[config.mk]
export PLATFORM = sky130hd
export DESIGN_NAME = gpio_bus_master
export DESIGN_NICKNAME = d
export VERILOG_FILES = /design/src/rtl/gpio_bus_master.sv
export SDC_FILE = /design/constraint.sdc
export NUM_CORES = 1
export LEC_CHECK = 0
export BUFFER_PORTS_ARGS = -buffer_cell sky130_fd_sc_hd__buf_4
export CORE_MARGIN = 5
export CORE_UTILIZATION = 39
export CTS_CLUSTER_DIAMETER = 60
export CTS_CLUSTER_SIZE = 24
export DETAILED_ROUTE_END_ITERATION = 8
export PLACE_DENSITY = 0.65
export SETUP_SLACK_MARGIN = 0.5
export SLEW_MARGIN = 10
export SYNTH_ARGS = -nofsm -noshare
export SYNTH_HDL_FRONTEND = slang
export SYNTH_SLANG_ARGS = --single-unit
[constraint.sdc]
create_clock -name clk -period 2.8 [get_ports clk]
set_input_delay 0.56 -clock clk [delete_from_list [all_inputs] [get_ports clk]]
set_output_delay 0.56 -clock clk [all_outputs]
set_load 0.01 [all_outputs]
[src/rtl/gpio_bus_master.sv]
// GPIO register bus initiator. CPU-side commands queue in a small FIFO. Each
// command becomes one gpio_en strobe toward the GPIO IP, or an immediate error
// response if the access is illegal. Exactly one response is returned per
// command, and responses come back in command order.
//
// state   | meaning
// --------+-----------------------------------------------------------------
// S_IDLE  | waiting for a queued command and for the inter-strobe gap to expire
// S_ISSUE | gpio_en high for this single cycle
// S_WAIT  | read issued; counting down the read latency before sampling bus_rdata
// S_RESP  | response presented; held stable until rsp_ready
module gpio_bus_master #(
   parameter logic [31:0] BASE_ADDR  = 32'h2000_0000,
   parameter int          FIFO_DEPTH = 4,
   parameter int          RD_LAT     = 1,
   parameter int          GAP_CYCLES = 2
) (
   input  logic        clk,
   input  logic        rst_n,
   input  logic        cmd_valid,
   output logic        cmd_ready,
   input  logic        cmd_we,
   input  logic [3:0]  cmd_offset,
   input  logic [31:0] cmd_wdata,
   output logic        rsp_valid,
   input  logic        rsp_ready,
   output logic [31:0] rsp_rdata,
   output logic        rsp_err,
   output logic        busy,
   output logic        gpio_en,
   output logic        write_enable,
   output logic [31:0] gpio_addr,
   output logic [31:0] gpio_wdata,
   input  logic [31:0] bus_rdata
);

   localparam int AW = $clog2(FIFO_DEPTH);
   localparam int CW = AW + 1;
   localparam int GW = (GAP_CYCLES < 2) ? 1 : $clog2(GAP_CYCLES + 1);
   localparam int LW = (RD_LAT < 2) ? 1 : $clog2(RD_LAT);

   typedef enum logic [1:0] {S_IDLE, S_ISSUE, S_WAIT, S_RESP} state_t;

   state_t        r_state;
   logic          r_rdy;
   logic          r_is_rd;
   logic          r_strobed;
   logic [GW-1:0] r_gap;
   logic [LW-1:0] r_lat;

   logic          r_fifo_we  [FIFO_DEPTH];
   logic [3:0]    r_fifo_off [FIFO_DEPTH];
   logic [31:0]   r_fifo_wd  [FIFO_DEPTH];
   logic [AW-1:0] r_wr_ptr;
   logic [AW-1:0] r_rd_ptr;
   logic [CW-1:0] r_count;

   logic          w_full;
   logic          w_empty;
   logic          w_push;
   logic          w_pop;
   logic          w_head_we;
   logic [3:0]    w_head_off;
   logic [31:0]   w_head_wd;
   logic          w_legal;

   assign w_full     = (r_count == CW'(FIFO_DEPTH));
   assign w_empty    = (r_count == '0);
   assign w_push     = cmd_valid && cmd_ready;
   assign w_pop      = (r_state == S_IDLE) && !w_empty && (r_gap == '0);
   assign w_head_we  = r_fifo_we[r_rd_ptr];
   assign w_head_off = r_fifo_off[r_rd_ptr];
   assign w_head_wd  = r_fifo_wd[r_rd_ptr];
   // DATA and DIR accept reads and writes; READ is read-only; all other offsets are rejected.
   assign w_legal    = (w_head_off == 4'h0) || (w_head_off == 4'h4) ||
                       ((w_head_off == 4'h8) && !w_head_we);

   // r_rdy keeps cmd_ready low while in reset; a full FIFO refuses even if it pops this cycle.
   assign cmd_ready  = r_rdy && !w_full;
   assign busy       = !w_empty || (r_state != S_IDLE);

   // FIFO storage is not reset; the pointers and count below define which entries are valid.
   always_ff @(posedge clk) begin
      if (w_push) begin
         r_fifo_we[r_wr_ptr]  <= cmd_we;
         r_fifo_off[r_wr_ptr] <= cmd_offset;
         r_fifo_wd[r_wr_ptr]  <= cmd_wdata;
      end
   end

   // FIFO pointers and occupancy count; pointers wrap naturally because the depth is a power of two.
   always_ff @(posedge clk or negedge rst_n) begin
      if (!rst_n) begin
         r_wr_ptr <= '0;
         r_rd_ptr <= '0;
         r_count  <= '0;
      end else begin
         if (w_push) r_wr_ptr <= r_wr_ptr + AW'(1);
         if (w_pop)  r_rd_ptr <= r_rd_ptr + AW'(1);
         case ({w_push, w_pop})
            2'b10:   r_count <= r_count + CW'(1);
            2'b01:   r_count <= r_count - CW'(1);
            default: r_count <= r_count;
         endcase
      end
   end

   // Bus sequencing FSM. Outputs are registered; the gap and latency timers count down to zero.
   always_ff @(posedge clk or negedge rst_n) begin
      if (!rst_n) begin
         r_state      <= S_IDLE;
         r_rdy        <= 1'b0;
         r_is_rd      <= 1'b0;
         r_strobed    <= 1'b0;
         r_gap        <= '0;
         r_lat        <= '0;
         gpio_en      <= 1'b0;
         write_enable <= 1'b0;
         gpio_addr    <= '0;
         gpio_wdata   <= '0;
         rsp_valid    <= 1'b0;
         rsp_rdata    <= '0;
         rsp_err      <= 1'b0;
      end else begin
         r_rdy <= 1'b1;
         case (r_state)
            S_IDLE: begin
               if (r_gap != '0) r_gap <= r_gap - GW'(1);
               if (w_pop) begin
                  if (w_legal) begin
                     r_state      <= S_ISSUE;
                     gpio_en      <= 1'b1;
                     write_enable <= w_head_we;
                     gpio_addr    <= BASE_ADDR + {28'b0, w_head_off};
                     gpio_wdata   <= w_head_we ? w_head_wd : 32'h0;
                     r_is_rd      <= !w_head_we;
                     r_strobed    <= 1'b1;
                  end else begin
                     // An illegal access produces an error response and never reaches the bus.
                     r_state   <= S_RESP;
                     rsp_valid <= 1'b1;
                     rsp_err   <= 1'b1;
                     rsp_rdata <= '0;
                     r_strobed <= 1'b0;
                  end
               end
            end
            S_ISSUE: begin
               gpio_en      <= 1'b0;
               write_enable <= 1'b0;
               if (r_is_rd) begin
                  r_state <= S_WAIT;
                  r_lat   <= LW'(RD_LAT - 1);
               end else begin
                  r_state   <= S_RESP;
                  rsp_valid <= 1'b1;
                  rsp_err   <= 1'b0;
                  rsp_rdata <= '0;
               end
            end
            S_WAIT: begin
               if (r_lat == '0) begin
                  r_state   <= S_RESP;
                  rsp_valid <= 1'b1;
                  rsp_err   <= 1'b0;
                  rsp_rdata <= bus_rdata;
               end else begin
                  r_lat <= r_lat - LW'(1);
               end
            end
            S_RESP: begin
               if (rsp_ready) begin
                  r_state   <= S_IDLE;
                  rsp_valid <= 1'b0;
                  rsp_err   <= 1'b0;
                  rsp_rdata <= '0;
                  if (r_strobed) r_gap <= GW'(GAP_CYCLES);
               end
            end
            default: r_state <= S_IDLE;
         endcase
      end
   end

endmodule

Word-level counts from Yosys, hierarchy flattened
Memory sizes are Yosys's and may differ from the RTL's.
Cells that the tools add are included.
{"block": "totals", "input_bits": 73, "n_memories": 3, "out_inout_bits": 102, "register_bits": 115, "ramBits": 148, "wordCells": 110}
{"name": "r_fifo_wd", "words": 4, "word_bits": 32, "read_ports": 1, "rd_ports_with_merged_regs": 0, "write_ports": 1, "line_no": "53", "rtl": "logic [31:0] r_fifo_wd [FIFO_DEPTH];"}
{"name": "r_fifo_off", "words": 4, "word_bits": 4, "read_ports": 1, "rd_ports_with_merged_regs": 0, "write_ports": 1, "line_no": "52", "rtl": "logic [3:0] r_fifo_off [FIFO_DEPTH];"}
{"name": "r_fifo_we", "words": 4, "word_bits": 1, "read_ports": 1, "rd_ports_with_merged_regs": 0, "write_ports": 1, "line_no": "51", "rtl": "logic r_fifo_we [FIFO_DEPTH];"}
{"block": "op_classes", "add_sub_neg": 7, "mux": 39, "n_eq_ne": 17, "n_reduce_logical": 28}
{"cell": "32-bit 2-to-1 mux", "n": 6}
{"cell": "32-bit case mux with 4 select lines", "n": 1}
{"cell": "30-bit by 4-bit adder with 31-bit output, first input constant", "n": 1}
{"cell": "1-bit 2-to-1 mux", "n": 17}
{"cell": "2-bit != test, second input constant", "n": 8}
{"cell": "2-bit 2-to-1 mux", "n": 7}
{"cell": "2-bit nonzero test", "n": 6}
{"cell": "3-bit AND reduction", "n": 3}
{"cell": "1-bit case mux with 4 select lines", "n": 2}
{"cell": "2-bit case mux with 4 select lines", "n": 1}
{"cell": "2-bit equality test, second input constant", "n": 3}
{"cell": "1-bit case mux with 2 select lines", "n": 3}
{"cell": "3-bit case mux with 2 select lines", "n": 1}
{"cell": "1-bit logical AND", "n": 5}
{"cell": "5-bit AND reduction", "n": 1}
{"cell": "2-bit by 1-bit adder with 2-bit output, second input constant", "n": 2}
{"cell": "2-bit by 1-bit equality test with 1-bit output, second input constant", "n": 2}
{"cell": "4-bit by 3-bit equality test with 1-bit output, second input constant", "n": 1}
{"cell": "4-bit equality test, second input constant", "n": 1}
{"cell": "2-bit logical NOT", "n": 2}
{"cell": "4-bit logical NOT", "n": 1}
{"cell": "2-bit case mux with 2 select lines", "n": 1}
{"cell": "2-bit AND reduction", "n": 2}
{"cell": "4-bit AND reduction", "n": 1}
{"cell": "9 further kinds", "n": 13}

Depth between registers and ports, before layout
Gate-level depths: netlist (run 1).
An unclocked memory read counts as a cell.
{"block": "logic_depth", "depth_word": 7, "mapped_depth": 10, "ltp_nobuf": 10}

Worst setup path after synthesis (run 1)
OpenSTA, ideal clock, no wires.
{"block": "synth_timing", "kind": "flip-flop to flip-flop", "from": "register r_count[0]", "to": "memory r_fifo_off[1][0], enable pin", "path_stages_with_launch": 4, "synth_period_minus_slack_ps": 2278, "arrival_ps": 1880, "setup_time_ps": 398, "n_path_buf": 0, "t_required_ps": 2402, "path_slack_ps": 522, "cell_sequence": "dfrtp_1 -> inv_1 -> a31oi_1 -> and3_1"}
{"block": "synth_between", "elab_chain_cells": 6}
{"item": "start, declared", "line_no": "56", "rtl": "logic [CW-1:0] r_count;"}
{"item": "start signal, assigned", "line_no": "101", "rtl": "2'b10: r_count <= r_count + CW'(1);"}
{"item": "start signal, assigned", "line_no": "102", "rtl": "2'b01: r_count <= r_count - CW'(1);"}
{"item": "start signal, assigned", "line_no": "103", "rtl": "default: r_count <= r_count;"}
{"item": "3-bit equality test", "line_no": "67", "rtl": "assign w_full = (r_count == CW'(FIFO_DEPTH));"}
{"item": "1-bit logical NOT", "line_no": "79", "rtl": "assign cmd_ready = r_rdy && !w_full;"}
{"item": "1-bit logical AND", "line_no": "79"}
{"item": "via cmd_ready", "line_no": "21", "rtl": "output logic cmd_ready,"}
{"item": "1-bit logical AND", "line_no": "69", "rtl": "assign w_push = cmd_valid && cmd_ready;"}
{"item": "1-bit 2-to-1 mux", "line_no": "84", "rtl": "if (w_push) begin"}
{"item": "1-bit 2-to-1 mux (not written as such)", "line_no": "86", "rtl": "r_fifo_off[r_wr_ptr] <= cmd_offset;"}
{"item": "end, declared", "line_no": "52"}
The timed path passes the listed nets, and every way through them passes these cells.

Worst setup path after layout (run 1)
{"block": "layout_timing", "from": "register r_state[1]", "to": "output busy"}
{"block": "layout_between", "elab_chain_cells": 2}
{"item": "start, declared", "line_no": "44", "rtl": "state_t r_state;"}
{"item": "start signal, assigned", "line_no": "111", "rtl": "r_state <= S_IDLE;"}
{"item": "start signal, assigned", "line_no": "131", "rtl": "r_state <= S_ISSUE;"}
{"item": "start signal, assigned", "line_no": "140", "rtl": "r_state <= S_RESP;"}
{"item": "2-bit nonzero test", "line_no": "80", "rtl": "assign busy = !w_empty || (r_state != S_IDLE);"}
{"item": "1-bit logical OR", "line_no": "80"}
{"item": "end, declared", "line_no": "29", "rtl": "output logic busy,"}
Every way passes these cells.

==> results of run 1 <==
[flip-flops by register name (all words and copies together) (netlist names)]
register and count:
gpio_addr 5, rsp_err 1, gpio_wdata 32, rsp_valid 1, write_enable 1, rsp_rdata 32
r_is_rd 1, gpio_en 1, r_fifo_we 4, r_fifo_off 16, r_count 3, r_rdy 1
r_rd_ptr 2, r_gap 2, r_strobed 1, r_wr_ptr 2, r_state 2, r_fifo_wd 128
[logic make-up after synthesis]
kind of cell    Yosys count  share of synthesized area
compound gates           53                    0.04775
buf+inv                 129                    0.06823
simple gates             66                    0.03232
mux                      73                     0.1261
xor+xnor                  6                   0.005587
flops                   235                     0.7038
other cells               2                  0.0007983
fa+ha+maj                11                    0.01543
[layer usage]
metal / track usage / vias up / share of wire
met5: 0 / - / 0
met4: 0.03112 / 0 / 0.018
met3: 0.03946 / 23 / 0.088
met2: 0.2346 / 170 / 0.47
met1: 0.1889 / 2586 / 0.43
li1: - / 2383 / -
[layout by cell type (no fill, tap or decap), types with 2 or more instances in the layout]
master     Yosys  final
a21oi_1        2      2
a31oi_1        3      2
and2_1         3      3
and3_1         7      2
and3_2         0      4
buf_12         0      5
buf_4         28    171
buf_6          6      3
clkbuf_16      0     21
clkinv_4       0      3
conb_1         2     28
dfrtp_1       87     85
dfrtp_2        0      2
edfxtp_1     148    148
ha_1          10      9
inv_1         79     76
inv_2          0      3
inv_6          0      2
inv_8          0      3
mux2_2         3      3
mux2i_1       33     33
mux4_2        36     36
nand2_1       38     38
nand2b_1       2      2
nand3_1        2      2
nor2_1         7      7
o21ai_0        4      3
o2bb2ai_1     32     32
xnor2_1        3      3
xor2_1         3      3
[timing repair]
item / 4_1_cts / 5_1_grt
hold buffers: 1 / 0
hold endpoints to repair: 26 / 0
gates cloned: 0 / 1
pin swaps: 0 / 4
gates resized for setup: 3 / 11
setup endpoints to repair: 68 / 48
buffers inserted: 3 / 12
[power by group]
part	internal [mW]	switching (mW)	total, mW	leakage, nW
clock	1.51	1.38	2.90	0.337
sequential	4.47	0.430	4.90	2.50
combinational	2.06	1.95	4.02	2.11
total	8.05	3.77	11.8	4.95
[through the flow]
step | instance area [um2] | worst slack, ps
3_5_place_dp | 10860 | 380.0
5_1_grt | 11740 | 496.2
3_3_place_gp | 10860 | 415.9
4_1_cts | 11590 | 345.7
6_report | 11740 | 572.6
2_1_floorplan | 9505 | 521.9
[worst max path at each step]
stage	end	cells past startpoint	slack, ps
final	busy	6	570
after global routing	r_is_rd	5	500
after CTS	busy	6	350
after detailed placement	rsp_rdata[14]	5	380
after global placement	gpio_addr[2]	4	420
after floorplan	r_fifo_off[1][0]	3	520
[layout make-up]
cell class	instances	area [um2]
well taps	319	399.1
fillers	2008	11870
flip-flops and latches	235	6624
repair buffers	181	1453
clock inverters	15	176.4
multi-input cells	237	2281
clock buffers	21	514.2
inverters	79	296.5
[worst max-delay path: stages, from the launching register on]
cell and delay, ps:
dfrtp_1 400, inv_2 100, ha_4 150, buf_6 110, inv_2 50, or2_4 240, buf_6 120
==> metrics.md, run 1 <==
| Metric | Value |
|---|---|
| Pre-antenna DRT Iters | `4` |
| Hold EP | `r_fifo_wd[0][24]` |
| Fmax | `449.0 MHz` |
| WL final | `19820 um` |
| Placer congestion estimate | `0.7007` |
| Total Nets Final | `838` |
| Crit-path max FO | `5` |
| RSZ-0062 raised after global routing | `false` |
| Initial antenna violation count | `0` |
| R2R cell count | `5` |
| Finished Layout Cells | `1087` |
| Ys flop type | `edfxtp_1` |
| Critical path origin | `r_state[1]` |
| Maximum VDD drop | `606.8 uV` |
| Setup-failing EPs final | `0` |
| Vias in the first global route | `5263` |
| Vias per Instance | `4.749` |
| DRC | `0` |
| Hold_ws | `242.2 ps` |
| Worst reg2reg endpoint | `rsp_rdata[6]` |
| Number of CTS-inserted buffers | `20` |
| N_diodes | `0` |
| Clk Latency, worst-skew pair | `510 ps` |
| Worst slew pin tran | `611.7 ps` |
| CP Class | `reg2out` |
| Max_cap viols | `0` |
| Overflow after GRT | `0` |
| Top cells by count, synth | `148 x edfxtp_1, 87 x dfrtp_1, 79 x inv_1` |
| Area leader, netlist | `edfxtp_1` |
| Number of synthesized flops with an enable pin | `148` |
| Clock-pin slew on the worst setup and hold paths | `80 ps` |
| Die X | `165.3 um` |
| Final hold violation count | `0` |
| Critical Path Source Type | `register` |
| Largest net degree at the start of global routing | `62` |
| Sequential area share after synthesis | `0.7038` |
| Syn. warnings | `0` |
| Clk_skew | `19.81 ps` |
| Static Leak | `4.954 nW` |
| Fin crit period | `2227 ps` |
| Max-slew violation count | `0` |
| Yosys top cell area share | `0.4724` |
| Mapped cell area | `9408 um2` |
| Die area | `27330 um2` |
| Number of port buffers | `147` |
| First-pass GRT wire length | `30060 um` |
| Share of cells above drive strength 1 | `0.3516` |
| Layout Utilization | `0.4974` |
| HPWL after DPL | `12610 um` |
| # placed instances | `1034` |
| FF-to-FF Start | `r_rd_ptr[0]` |
| Fin crit share | `0.7955` |
| Yosys reg bits | `235` |
| Drt initial violations | `323` |
| Average routed wire per standard cell | `18.23 um` |
| Die H | `165.3 um` |
| WHS Path Cells | `1` |
| Worst Path Required | `2240 ps` |
| Area of the core | `23610 um2` |
| Total GRT Usage | `0.1419` |
| Async S/R FF share, synth | `0.3702` |
| Hold Startpoint | `cmd_wdata[24]` |
| Routed Antenna Nets | `0` |
| Clk root buf | `clkbuf_16` |
| Worst path arrival time | `1670 ps` |
| Max clock buf depth | `3` |
| Tot Pwr | `11.82 mW` |
| CTS tree | `yes` |
| H-Tree Depth | `1` |
| Post-route setup TNS | `0 ps` |
| Status | `complete, no violations` |
| CTS Sinks | `235` |
| Cell variety after synth | `46` |
| Initial Util | `0.3984` |
| Hold WC Path Type | `in2reg` |
| Syn Area/Cell | `16.36 um2` |
| Area Growth Syn to Fin | `24.83%` |
| Slew headroom | `0.5922` |
| Power per Cell Area | `1006 nW/um2` |
| Cells after synthesis | `575` |
| Rows | `56` |
| Most common cell in the netlist | `edfxtp_1` |
| Synth area leaders | `edfxtp_1 47%, dfrtp_1 23%, mux4_2 8.6%` |
| IO Count | `175` |
| Setup crit end kind | `output pin` |
| Via count | `5162` |
| Reg2reg setup slack | `620 ps` |
(Power assumes the default switching activity.)
==> run 2, diff against run 1 <==
Clock period 2.8 ns to 2.05 ns, I/O delays scaled along.
==> run 2 against run 1 <==
Effect of this change: the flow now finishes with violations (negative setup slack); sequential power increased by 38%; cell count increased by 5.5%; critical path depth shrank 3; clock power up 29%.
==> metrics.md, run 2 (synthesis gave the netlist of run 1 again) <==
| Metric | Value |
|---|---|
| Max-slew violation count | `0` |
| Placer congestion estimate | `0.7697` |
| Final Cell Area | `13460 um2` |
| Hold EP | `r_fifo_wd[0][12]` |
| Vias in the first global route | `6154` |
| FF-to-FF Start | `r_count[0]` |
| Commonest cells after routing, fill and taps aside | `169 x buf_4, 148 x edfxtp_1, 83 x dfrtp_1` |
| Setup-failing EPs final | `1` |
| HPWL after DPL | `12900 um` |
| Die area | `27330 um2` |
| Worst Path Required | `1640 ps` |
| First-pass GRT wire length | `34960 um` |
| Vias per Instance | `4.969` |
| WHS Path Cells | `1` |
| Average routed wire per standard cell | `21.62 um` |
| Rows | `56` |
| FF/Latch Area | `6626 um2` |
| Max clock buf depth | `3` |
| Placed Area | `11000 um2` |
| DRC | `0` |
| N_diodes | `0` |
| Max_cap viols | `0` |
| Routed Antenna Nets | `0` |
| Hold WC Path Type | `in2reg` |
| IO Count | `175` |
| Crit-path max FO | `2` |
| CTS Sinks | `235` |
| Clk root buf | `clkbuf_16` |
| Fmax | `486.0 MHz` |
| WL final | `24790 um` |
| Number of port buffers | `147` |
| R2R cell count | `12` |
| Max FFs per register | `128` |
| Most common cell after layout, fill and taps aside | `buf_4` |
| Reg2reg setup slack | `10 ps` |
| Clk_skew | `26.43 ps` |
| Overflow after GRT | `0` |
| Initial antenna violation count | `0` |
| Power per Cell Area | `1316 nW/um2` |
| CTS tree | `yes` |
| Largest net degree at the start of global routing | `39` |
| Regs by FF count | `r_fifo_wd x128, gpio_wdata x32, rsp_rdata x32` |
| Worst reg2reg endpoint | `r_count[2]` |
| Slew headroom | `0.6473` |
| Final hold violation count | `0` |
| Drt initial violations | `436` |
| Worst slew pin tran | `529.0 ps` |
| Post-route setup TNS | `-7.569 ps` |
| Area Growth Syn to Fin | `43.12%` |
| Area of the core | `23610 um2` |
| CP Class | `reg2out` |
| Fin crit period | `2058 ps` |
| Die X | `165.3 um` |
| Violated checks | `negative setup slack` |
| Top register by number of flip-flops | `r_fifo_wd` |
| Tot Pwr | `17.72 mW` |
| Clock-pin slew on the worst setup and hold paths | `80 ps` |
| Fill count | `1802` |
| Pre-antenna DRT Iters | `4` |
| Hold Startpoint | `cmd_wdata[12]` |
| Static Leak | `5.605 nW` |
| Final setup margin | `-7.569 ps` |
| Worst path arrival time | `1650 ps` |
| Number of CTS-inserted buffers | `19` |
| Status | `complete, but fails checks` |
| Fin crit share | `1.004` |
| Total Nets Final | `899` |
| Clk Latency, worst-skew pair | `510 ps` |
| Via count | `5700` |
| Die H | `165.3 um` |
| Critical Path Source Type | `register` |
| Total GRT Usage | `0.1688` |
| Initial Util | `0.3984` |
| RSZ-0062 raised after global routing | `true` |
| H-Tree Depth | `1` |
| Footprint of the multi-input gates | `2754 um2` |
| Setup crit end kind | `output pin` |
| Share of cells above drive strength 1 | `0.4674` |
| Maximum VDD drop | `718.2 uV` |
-- run 2: changes by cell type in the layout (fill, tap and decap cells not counted), moves of 10 or more --
cell       before  now
buf_12          5   15
buf_16          0   20
buf_6           3   20
clkbuf_16      21   32
o2bb2ai_1      32    0
o2bb2ai_2       0   24
-- run 2: worst max-delay path, stage by stage (launching register included) --
cell	delay, ps
dfrtp_1	400
or3_4	400
or2_4	240
buf_6	120
-- run 2: what timing repair did --
action | 4_1_cts | 5_1_grt
endpoints found under the setup margin | 229 | 230
buffers inserted | 24 | 13
resized for setup | 94 | 32
hold buffers | 1 | 0
cloned | 16 | 18
pin swaps | 31 | 12
hold endpoints to repair | 35 | 0
-- run 2: report_power, final --
group	switching [mW]	total, mW	internal (mW)
Sequential	0.670	6.78	6.11
Combinational	3.32	7.21	3.89
Clock	1.89	3.73	1.85
Total	5.87	17.7	11.8
-- run 2: through the flow --
stage	worst slack (ps)	utilization	hold slack [ps]	instances
5_1_grt	-75.76	0.5702	77.67	1147
3_3_place_gp	125.2	0.4659	410.7	1041
2_1_floorplan	113.1	-	114.4	601
4_1_cts	-6.130	0.5407	81.90	1116
3_5_place_dp	41.02	0.4659	423.0	1041
6_report	-7.569	0.5702	92.98	1147
-- run 2: worst max path at each step --
stage           startpoint        endpoint  slack, ps  depth (start not counted)
6_report        r_count[0]            busy         -8                          3
5_1_grt        r_rd_ptr[0]    gpio_addr[3]        -80                          5
4_1_cts         r_count[2]            busy         -6                          3
3_5_place_dp      r_gap[1]   rsp_rdata[17]         40                          7
3_3_place_gp   r_rd_ptr[0]   rsp_rdata[16]        130                          6
2_1_floorplan  r_rd_ptr[0]  gpio_wdata[10]        110                          7
-- run 2: layout make-up --
class                           instances  area share
Sequential cell                       235      0.4921
Clock buffer                           20     0.03559
Multi-Input combinational cell        238      0.2045
Clock inverter                         14     0.01180
Inverter                               79     0.02277
Timing Repair Buffer                  242      0.2035
Tap cell                              319     0.02964
-- run 2: layer usage --
layer  vias to the layer above  part of all wire  routed length, um  track usage
met5                         -                 0                  0            0
met4                         0             0.026                642      0.04837
met3                        31             0.085               2098      0.04319
met2                       236              0.51              12550       0.2944
met1                      2914              0.38               9505       0.2088
li1                       2519                 -                  -            -
